--- config.mk ---
export PLATFORM = sky130hd
export DESIGN_NAME = exec_unit
export DESIGN_NICKNAME = d
export VERILOG_FILES = /design/src/rtl/exec_unit.sv
export SDC_FILE = /design/constraint.sdc
export NUM_CORES = 1
export LEC_CHECK = 0
export CAP_MARGIN = 30
export CORE_ASPECT_RATIO = 0.8
export CORE_MARGIN = 1.5
export CORE_UTILIZATION = 35
export CTS_CLUSTER_SIZE = 25
export DETAILED_ROUTE_END_ITERATION = 8
export GPL_TIMING_DRIVEN = 1
export PLACE_DENSITY = 0.54
export REMOVE_ABC_BUFFERS = 1
export SYNTH_ARGS = -nofsm -noshare
export SYNTH_HDL_FRONTEND = slang
export SYNTH_SLANG_ARGS = --single-unit
--- constraint.sdc ---
create_clock -name clock -period 4.3 [get_ports clock]
set_clock_uncertainty 0.1 [all_clocks]
set_input_delay 0.86 -clock clock [delete_from_list [all_inputs] [get_ports clock]]
set_output_delay 0.86 -clock clock [all_outputs]
set_load 0.005 [all_outputs]
--- src/rtl/exec_unit.sv ---
// Execute stage: single-cycle ALU ops plus an iterative 32-step shift-add multiplier,
// with a valid/ready input handshake and a registered register-file write-back port.
module exec_unit #(
  parameter int XLEN       = 32,
  parameter int REG_ADDR_W = 5
) (
  input  logic                  clock,
  input  logic                  reset,
  input  logic                  in_valid,
  output logic                  in_ready,
  input  logic [2:0]            op,
  input  logic [XLEN-1:0]       rs1_val,
  input  logic [XLEN-1:0]       rs2_val,
  input  logic [REG_ADDR_W-1:0] rd_in,
  output logic                  wb_we,
  output logic [REG_ADDR_W-1:0] wb_rd,
  output logic [XLEN-1:0]       wb_data,
  output logic                  busy
);

  localparam int CNT_W = $clog2(XLEN);

  localparam logic [1:0] ST_IDLE = 2'd0;
  localparam logic [1:0] ST_MUL  = 2'd1;
  localparam logic [1:0] ST_WB   = 2'd2;

  localparam logic [2:0] OP_ADD = 3'b000;
  localparam logic [2:0] OP_SUB = 3'b001;
  localparam logic [2:0] OP_AND = 3'b010;
  localparam logic [2:0] OP_OR  = 3'b011;
  localparam logic [2:0] OP_XOR = 3'b100;
  localparam logic [2:0] OP_SLL = 3'b101;
  localparam logic [2:0] OP_SRL = 3'b110;
  localparam logic [2:0] OP_MUL = 3'b111;

  localparam logic [XLEN-1:0]       XLEN_ZERO = {XLEN{1'b0}};
  localparam logic [XLEN-1:0]       XLEN_ONE  = {{(XLEN-1){1'b0}}, 1'b1};
  localparam logic [REG_ADDR_W-1:0] RD_ZERO   = {REG_ADDR_W{1'b0}};
  localparam logic [CNT_W-1:0]      CNT_ZERO  = {CNT_W{1'b0}};
  localparam logic [CNT_W-1:0]      CNT_ONE   = {{(CNT_W-1){1'b0}}, 1'b1};
  localparam logic [CNT_W-1:0]      CNT_LAST  = {CNT_W{1'b1}};

  logic [1:0]            state_r;
  logic [XLEN-1:0]       mcand_r;
  logic [XLEN-1:0]       mplier_r;
  logic [XLEN-1:0]       acc_r;
  logic [CNT_W-1:0]      count_r;
  logic [REG_ADDR_W-1:0] rd_r;
  logic                  wb_we_r;
  logic [XLEN-1:0]       acc_step_s;
  logic                  accept_s;

  // Single-cycle ALU; SUB is two's-complement add of the inverted operand.
  function automatic logic [XLEN-1:0] alu_f(input logic [2:0] f_op,
                                            input logic [XLEN-1:0] a,
                                            input logic [XLEN-1:0] b);
    case (f_op)
      OP_ADD:  alu_f = a + b;
      OP_SUB:  alu_f = a + ~b + XLEN_ONE;
      OP_AND:  alu_f = a & b;
      OP_OR:   alu_f = a | b;
      OP_XOR:  alu_f = a ^ b;
      OP_SLL:  alu_f = a << b[CNT_W-1:0];
      OP_SRL:  alu_f = a >> b[CNT_W-1:0];
      default: alu_f = XLEN_ZERO;
    endcase
  endfunction

  // Handshake status; reset forces the stage to look empty and not ready.
  always_comb begin
    in_ready = (state_r == ST_IDLE) && !reset;
    busy     = (state_r != ST_IDLE) && !reset;
    accept_s = in_valid && in_ready;
  end

  // One shift-add multiply step: conditionally add the shifted multiplicand.
  always_comb begin
    if (mplier_r[0]) begin
      acc_step_s = acc_r + mcand_r;
    end else begin
      acc_step_s = acc_r;
    end
  end

  // Write enable is additionally gated by reset so x0-style spurious writes never escape.
  always_comb begin
    wb_we = wb_we_r && !reset;
  end

  // Main state machine, operand latches and registered write-back port.
  always_ff @(posedge clock) begin
    if (reset) begin
      state_r  <= ST_IDLE;
      mcand_r  <= XLEN_ZERO;
      mplier_r <= XLEN_ZERO;
      acc_r    <= XLEN_ZERO;
      count_r  <= CNT_ZERO;
      rd_r     <= RD_ZERO;
      wb_we_r  <= 1'b0;
      wb_rd    <= RD_ZERO;
      wb_data  <= XLEN_ZERO;
    end else begin
      case (state_r)
        ST_IDLE: begin
          wb_we_r <= 1'b0;
          if (accept_s) begin
            rd_r <= rd_in;
            if (op == OP_MUL) begin
              mcand_r  <= rs1_val;
              mplier_r <= rs2_val;
              acc_r    <= XLEN_ZERO;
              count_r  <= CNT_ZERO;
              state_r  <= ST_MUL;
            end else begin
              wb_rd   <= rd_in;
              wb_data <= alu_f(op, rs1_val, rs2_val);
              wb_we_r <= (rd_in != RD_ZERO);
              state_r <= ST_WB;
            end
          end
        end
        ST_MUL: begin
          acc_r    <= acc_step_s;
          mcand_r  <= mcand_r << 1;
          mplier_r <= mplier_r >> 1;
          count_r  <= count_r + CNT_ONE;
          // Last step: the final partial product goes straight to the write port.
          if (count_r == CNT_LAST) begin
            wb_rd   <= rd_r;
            wb_data <= acc_step_s;
            wb_we_r <= (rd_r != RD_ZERO);
            state_r <= ST_WB;
          end
        end
        ST_WB: begin
          wb_we_r <= 1'b0;
          state_r <= ST_IDLE;
        end
        default: begin
          wb_we_r <= 1'b0;
          state_r <= ST_IDLE;
        end
      endcase
    end
  end

endmodule

==> flow_summary_export.csv, run 1 <==
group,metric,value,unit
logic_synthesis,ys_ff_latch,146,
timing,slew_headroom,34.9,%
floorplanning,die_width,243,µm
timing,fin_crit,4040,ps
logic_synthesis,synth-edff-count,0,
layout,postLayoutCoreUtil,44.1,%
placed_design,gp_congestion,0.982,
logic_synthesis,synthArstFlopShare,0,%
global_route,track_usage,31.0,%
layout,nets,2692,
layout,layout_common_cells,"nor2_1, nand2_1, buf_4",
job,drv_cap,0,
layout,synthToLayoutAreaGrowth,24.3,%
placed_design,pre_cts_ws,-436,ps
clock_tree,clock-sinks,146,
run_status,outcome,"finished clean",
logic_synthesis,ys.flop_type,"dfxtp_1",
routing,antenna_left,0,
logic_synthesis,syn_avg_cell_area,7.21,µm²
global_route,globalRouteOverflowTotal,0,
floorplanning,rows,70,
timing,timing_hold_violations_final,0,
routing,drt_iter0_drc,2086,
logic_synthesis,synth_compound_area_share,30.1,%
timing,setup_viol,0,
placed_design,port_buffers,114,
clock_tree,postCtsHoldBufs,0,
min_path,min_path_cells,2,
routing,drc_errors,0,
clock_tree,clkLatencyLatePin,470,ps
routing,wirelength,75.3,mm
layout,drive_gt1_share,15.8,%
clock_tree,cts_tree,"done",
routing,vias,18600,
worst_setup_path,path_class,"in -> reg",
power,p_per_area,247,nW/µm²
routing,dr.pass1.iters,5,
logic_synthesis,synth_cell_types,89,
logic_synthesis,syn_inst,2243,
power,finalPower,0.00497,W
logic_synthesis,muxShareOfSynthArea,9.94,%
timing,fin_ws,264,ps
clock_tree,cts_max_path_buffers,2,
worst_setup_path,r2r_cells,11,
worst_setup_path,critical_path_arrival,4300,ps
logic_synthesis,synth_area,16200,µm²
routing,viasPerCell,5.99,
timing,setup_tns,0,ps
clock_tree,htree_levels,4,
floorplanning,die_y,195,µm
logic_synthesis,yosysWarnings,0,
clock_tree,root_buffer,"clkbuf_16",
worst_setup_path,cp_max_fo,8,
min_path,hold_path_class,"reg -> reg",
global_route,grt_pass1_vias,17200,
worst_setup_path,startpoint_type,"input pin",
global_route,antenna_found_initial,1,
floorplanning,io_pins,115,
layout,diodes,0,
global_route,grt_max_degree,149,
timing,worst_slew_pin_slew,966,ps
floorplanning,start_util,35.5,%
worst_setup_path,worstPathRequired,4570,ps
logic_synthesis,synthXorXnorAreaFrac,2.87,%
logic_synthesis,synth_fa_ha_area_share,11.0,%
timing,period_share,93.9,%
logic_synthesis,yosysSeqAreaShare,18.1,%
power,peakVddDrop,0.000308,V
clock_tree,cts_buffers,17,
timing,fmax,248,MHz
routing,wl_per_cell,24.3,µm
worst_setup_path,critPathCaptureType,"register",
timing,final_max_slew_viol_count,0,
timing,grt_setup_unrepaired,"false",
logic_synthesis,synth-simple-area-share,21.1,%
placed_design,dp_hpwl,58.2,mm
floorplanning,dieArea,47500,µm²
layout,final_common_cell,"nor2_1",
global_route,grt_pass1_wl,112,mm
clock_tree,cts.clk_slew.worst_paths,70,ps
power,leakagePower,8.27,nW
logic_synthesis,synth_top_family_by_area,"compound AO/OA/AOI/OAI gates",
floorplanning,coreArea,45600,µm²
## sequential cells by signal (all words and copies together), names as in the netlist
name / count
acc_r: 32
mcand_r: 32
mplier_r: 32
wb_data: 32
count_r: 5
rd_r: 5
wb_rd: 5
state_r: 2
wb_we_r: 1
## worst paths after layout
kind	start	endpoint	slack, ps
setup / recovery	rs1_val[1]	wb_data[13]	260
hold reg to reg	acc_r[11]	acc_r[11]	370
hold / removal	acc_r[11]	acc_r[11]	370
setup reg to reg	mcand_r[0]	wb_data[20]	680
## critical path, stage by stage
cell	delay, ps
clkdlybuf4s50_1	430
buf_4	160
buf_4	160
ha_1	210
a211oi_1	230
buf_4	170
o21ai_1	120
a21oi_2	310
o21a_1	220
buf_4	110
nor2_1	40
xnor2_1	130
nor3_1	360
o21ai_0	320
buf_4	240
a311oi_1	240
## cells by family (layout without fill, tap and decap cells)
family / count (synthesis) / in the layout
and+or+nand+nor: 792 / 792
AOI/OAI and AO/OA: 719 / 719
buffers and inverters: 275 / 520
DFF: 146 / 146
adders and majority gates: 141 / 141
muxes: 117 / 117
xor gates and xnor gates: 53 / 53
## synthesized netlist by cell type (all sizes together) (5+ instances only)
cell type / number / area share, %
or4: 5 / 0.23
nand2: 284 / 6.6
xnor2: 41 / 2.2
o21bai: 15 / 0.70
nor4: 12 / 0.46
a21oi: 193 / 6.0
nand3b: 5 / 0.23
and2: 6 / 0.23
o21a: 12 / 0.56
a21o: 28 / 1.3
o211ai: 26 / 1.2
ha: 138 / 11
o221ai: 12 / 0.65
dfxtp: 146 / 18
a211oi: 33 / 1.5
nand3: 33 / 1.0
nor3: 56 / 1.9
a21boi: 6 / 0.28
nand4: 12 / 0.46
buf: 55 / 1.7
and3: 6 / 0.23
nand2b: 20 / 0.77
mux2: 17 / 1.2
nor2b: 12 / 0.48
mux2i: 67 / 4.1
inv: 102 / 2.4
nor2: 319 / 7.4
o31ai: 12 / 0.62
clkbuf: 115 / 2.7
a2111oi: 8 / 0.63
xor2: 12 / 0.65
o21ai: 117 / 3.7
or3: 9 / 0.35
a31oi: 22 / 0.85
a311oi: 85 / 4.6
a221oi: 18 / 1.0
o22ai: 38 / 1.5
a22oi: 44 / 2.0
mux4: 33 / 4.6
## per-stage QoR
step | area, µm² | hold WS (ps) | instances
6_report | 20100 | 375 | 3100
5_1_grt | 20100 | 395 | 3100
4_1_cts | 20100 | 374 | 3100
3_5_place_dp | 19500 | 365 | 3069
3_3_place_gp | 19500 | 357 | 3068
2_1_floorplan | 15500 | 342 | 2073
## final cells by class
type | count | area (µm²)
Clock buffer | 17 | 425
Multi-Input combinational cell | 1822 | 12200
Timing Repair Buffer | 384 | 3260
Tap cell | 612 | 766
Inverter | 105 | 394
Sequential cell | 146 | 2920
Clock inverter | 14 | 145
Fill cell | 4713 | 25500
## report_power, final
part / internal, W / switching [W] / total (W)
sequential: 0.00141 / 0.0000510 / 0.00146
clock: 0.000813 / 0.000721 / 0.00153
combinational: 0.000810 / 0.00116 / 0.00197
## routing by layer
metal  vias to the layer above  track usage [%]  wire (µm)
met1                      8988             47.4      36600
li1                       8668                -          -
met3                        82             5.18       6430
met2                       820             44.6      30900
met5                         -                0          0
met4                         0             7.06       1380
## repair_timing
| action | in CTS | in global routing |
|---|---|---|
| endpoints found under the setup margin | 0 | 2 |
| setup buffers | 0 | 0 |
| gates resized for setup | 0 | 3 |
(Power assumes the default switching activity.)
==> inputs of run 2 (changes only) <==
--- a/config.mk
+++ b/config.mk
@@ -9,6 +9,7 @@
 export CORE_ASPECT_RATIO = 0.8
 export CORE_MARGIN = 1.5
 export CORE_UTILIZATION = 35
+export CTS_BUF_LIST = sky130_fd_sc_hd__clkbuf_2 sky130_fd_sc_hd__clkbuf_4 sky130_fd_sc_hd__clkbuf_8
 export CTS_CLUSTER_SIZE = 25
 export DETAILED_ROUTE_END_ITERATION = 8
 export GPL_TIMING_DRIVEN = 1
==> flow_summary_export.csv, run 2 (same netlist as run 1, synthesis figures left out) <==
group,metric,value,unit
layout,diodes,0,
global_route,globalRouteOverflowTotal,0,
power,leakagePower,8.19,nW
routing,antenna_left,0,
power,finalPower,0.00458,W
global_route,grt_pass1_wl,112,mm
routing,drc_errors,0,
power,p_per_area,230,nW/µm²
power,p_seq_share,31.9,%
timing,period_share,94.7,%
worst_setup_path,r2r-end,"wb_data[20]",
layout,drive_gt1_share,15.8,%
routing,dr.pass1.iters,6,
layout,synthToLayoutAreaGrowth,23.1,%
floorplanning,coreArea,45600,µm²
floorplanning,dieArea,47500,µm²
timing,slew_headroom,34.8,%
floorplanning,die_y,195,µm
global_route,grt_max_degree,149,
clock_tree,clock-sinks,146,
timing,timing_hold_violations_final,0,
layout,layout_common_cells,"nor2_1, nand2_1, buf_4",
worst_setup_path,cp_max_fo,4,
placed_design,gp_congestion,0.982,
worst_setup_path,path_class,"in -> reg",
power,p_comb_share,43.1,%
timing,fin_crit,4070,ps
worst_setup_path,r2r_cells,11,
timing,final_max_slew_viol_count,0,
placed_design,place_area,19500,µm²
layout,fin_area,19900,µm²
power,internal_power,0.00269,W
clock_tree,root_buffer,"clkbuf_8",
floorplanning,die_width,243,µm
placed_design,port_buffers,114,
routing,wirelength,75.1,mm
worst_setup_path,startpoint_type,"input pin",
timing,fmax,246,MHz
layout,seqCellArea,2920,µm²
clock_tree,htree_levels,4,
run_status,outcome,"finished clean",
floorplanning,io_pins,115,
clock_tree,cts.clk_slew.worst_paths,100,ps
worst_setup_path,startpoint,"rs1_val[0]",
power,p_switching,0.00188,W
global_route,grt_pass1_vias,17200,
global_route,track_usage,31.0,%
clock_tree,cts_max_path_buffers,2,
worst_setup_path,critPathCaptureType,"register",
routing,drt_iter0_drc,2210,
worst_setup_path,timing.rr.start,"mcand_r[0]",
clock_tree,cts_tree,"done",
routing,viasPerCell,5.95,
power,swShare,41.1,%
clock_tree,clkLatencyLatePin,510,ps
layout,multi_input_area,12200,µm²
timing,worst_slew_pin_slew,968,ps
layout,nets,2692,
routing,wl_per_cell,24.2,µm
layout,final_common_cell,"nor2_1",
min_path,min-delay-start,"acc_r[11]",
clock_tree,postCtsHoldBufs,0,
min_path,holdPathEnd,"acc_r[11]",
global_route,antenna_found_initial,1,
clock_tree,cts_buffers,17,
job,drv_cap,0,
floorplanning,rows,70,
placed_design,dp_hpwl,58.2,mm
min_path,min_path_cells,2,
layout,nFillCells,4737,
min_path,hold_path_class,"reg -> reg",
power,p_clk_share,25.0,%
timing,setup_viol,0,
floorplanning,start_util,35.5,%
timing,grt_setup_unrepaired,"false",
worst_setup_path,critical_path_arrival,4400,ps
worst_setup_path,worstPathRequired,4630,ps
routing,vias,18400,
worst_setup_path,rrSetupSlack,670,ps
power,peakVddDrop,0.000207,V
## run 2: cell types whose count changed in the layout (fill, tap and decap cells not counted)
cell / before / now
clkbuf_16: 17 / 0
clkbuf_8: 0 / 17
a21oi_2: 4 / 3
a21oi_1: 188 / 189
## run 2: worst max-delay path by stage
stage          cells after the start  slack, ps     endpoint
3_5_place_dp                      14       -440  wb_data[31]
5_1_grt                           16         30  wb_data[30]
6_report                          16        230  wb_data[30]
3_3_place_gp                      14       -400  wb_data[31]
4_1_cts                           14        150  wb_data[31]
2_1_floorplan                      8      -2980    acc_r[19]
## run 2: power groups by stage
stage | Clock [W] | Sequential [W] | Combinational, W
6_report | 0.00114 | 0.00146 | 0.00197
4_1_cts | 0.00119 | 0.00146 | 0.00192
3_3_place_gp | 0 | 0.00149 | 0.00191
2_1_floorplan | 0 | 0.00148 | 0.000920
5_1_grt | 0.00123 | 0.00147 | 0.00210
3_5_place_dp | 0 | 0.00149 | 0.00191
## run 2: area by class of cell
cell class                 instances  area share, %
clock inverter                    14          0.729
inverter                         105           1.98
tap                              612           3.84
clock buffer                      17           1.17
sequential                       146           14.7
multi-input combinational       1822           61.2
timing repair buffer             384           16.3
## run 2: what timing repair did
| item | in CTS | in global routing |
|---|---|---|
| gates resized for setup | 0 | 2 |
| hold endpoints to repair | 0 | 0 |
| setup endpoints to repair | 0 | 1 |
| setup buffers | 0 | 0 |
## run 2: critical path, stage by stage
cell             delay (ps)
clkdlybuf4s50_1         500
ha_1                    180
inv_1                    50
fa_1                    450
nor2b_2                 170
o31ai_1                  90
a21oi_1                 290
nor4_1                  100
a2111oi_0               400
buf_4                   200
a2bb2oi_2               200
buf_4                   160
nand2_1                  60
a31oi_1                 340
a211oi_1                130
o31ai_1                 210
## run 2: routing by layer
metal	up-vias	wire length, µm	global-route usage [%]
met5	-	0	0
met4	0	1310	7.15
met3	77	6790	4.98
met2	814	30800	44.5
met1	8891	36200	47.5
li1	8667	-	-
## run 2: per-stage QoR
step / cells / util (%) / setup slack [ps] / hold slack (ps) / TNS [ps]
global route: 3100 / 43.6 / 25.7 / 400 / 0
floorplan: 2073 / - / -2980 / 342 / -140360
detailed placement: 3069 / 42.8 / -436 / 365 / -1820
CTS: 3100 / 43.6 / 150 / 378 / 0
finish: 3100 / 43.6 / 227 / 375 / 0
global placement: 3068 / 42.8 / -401 / 357 / -1300
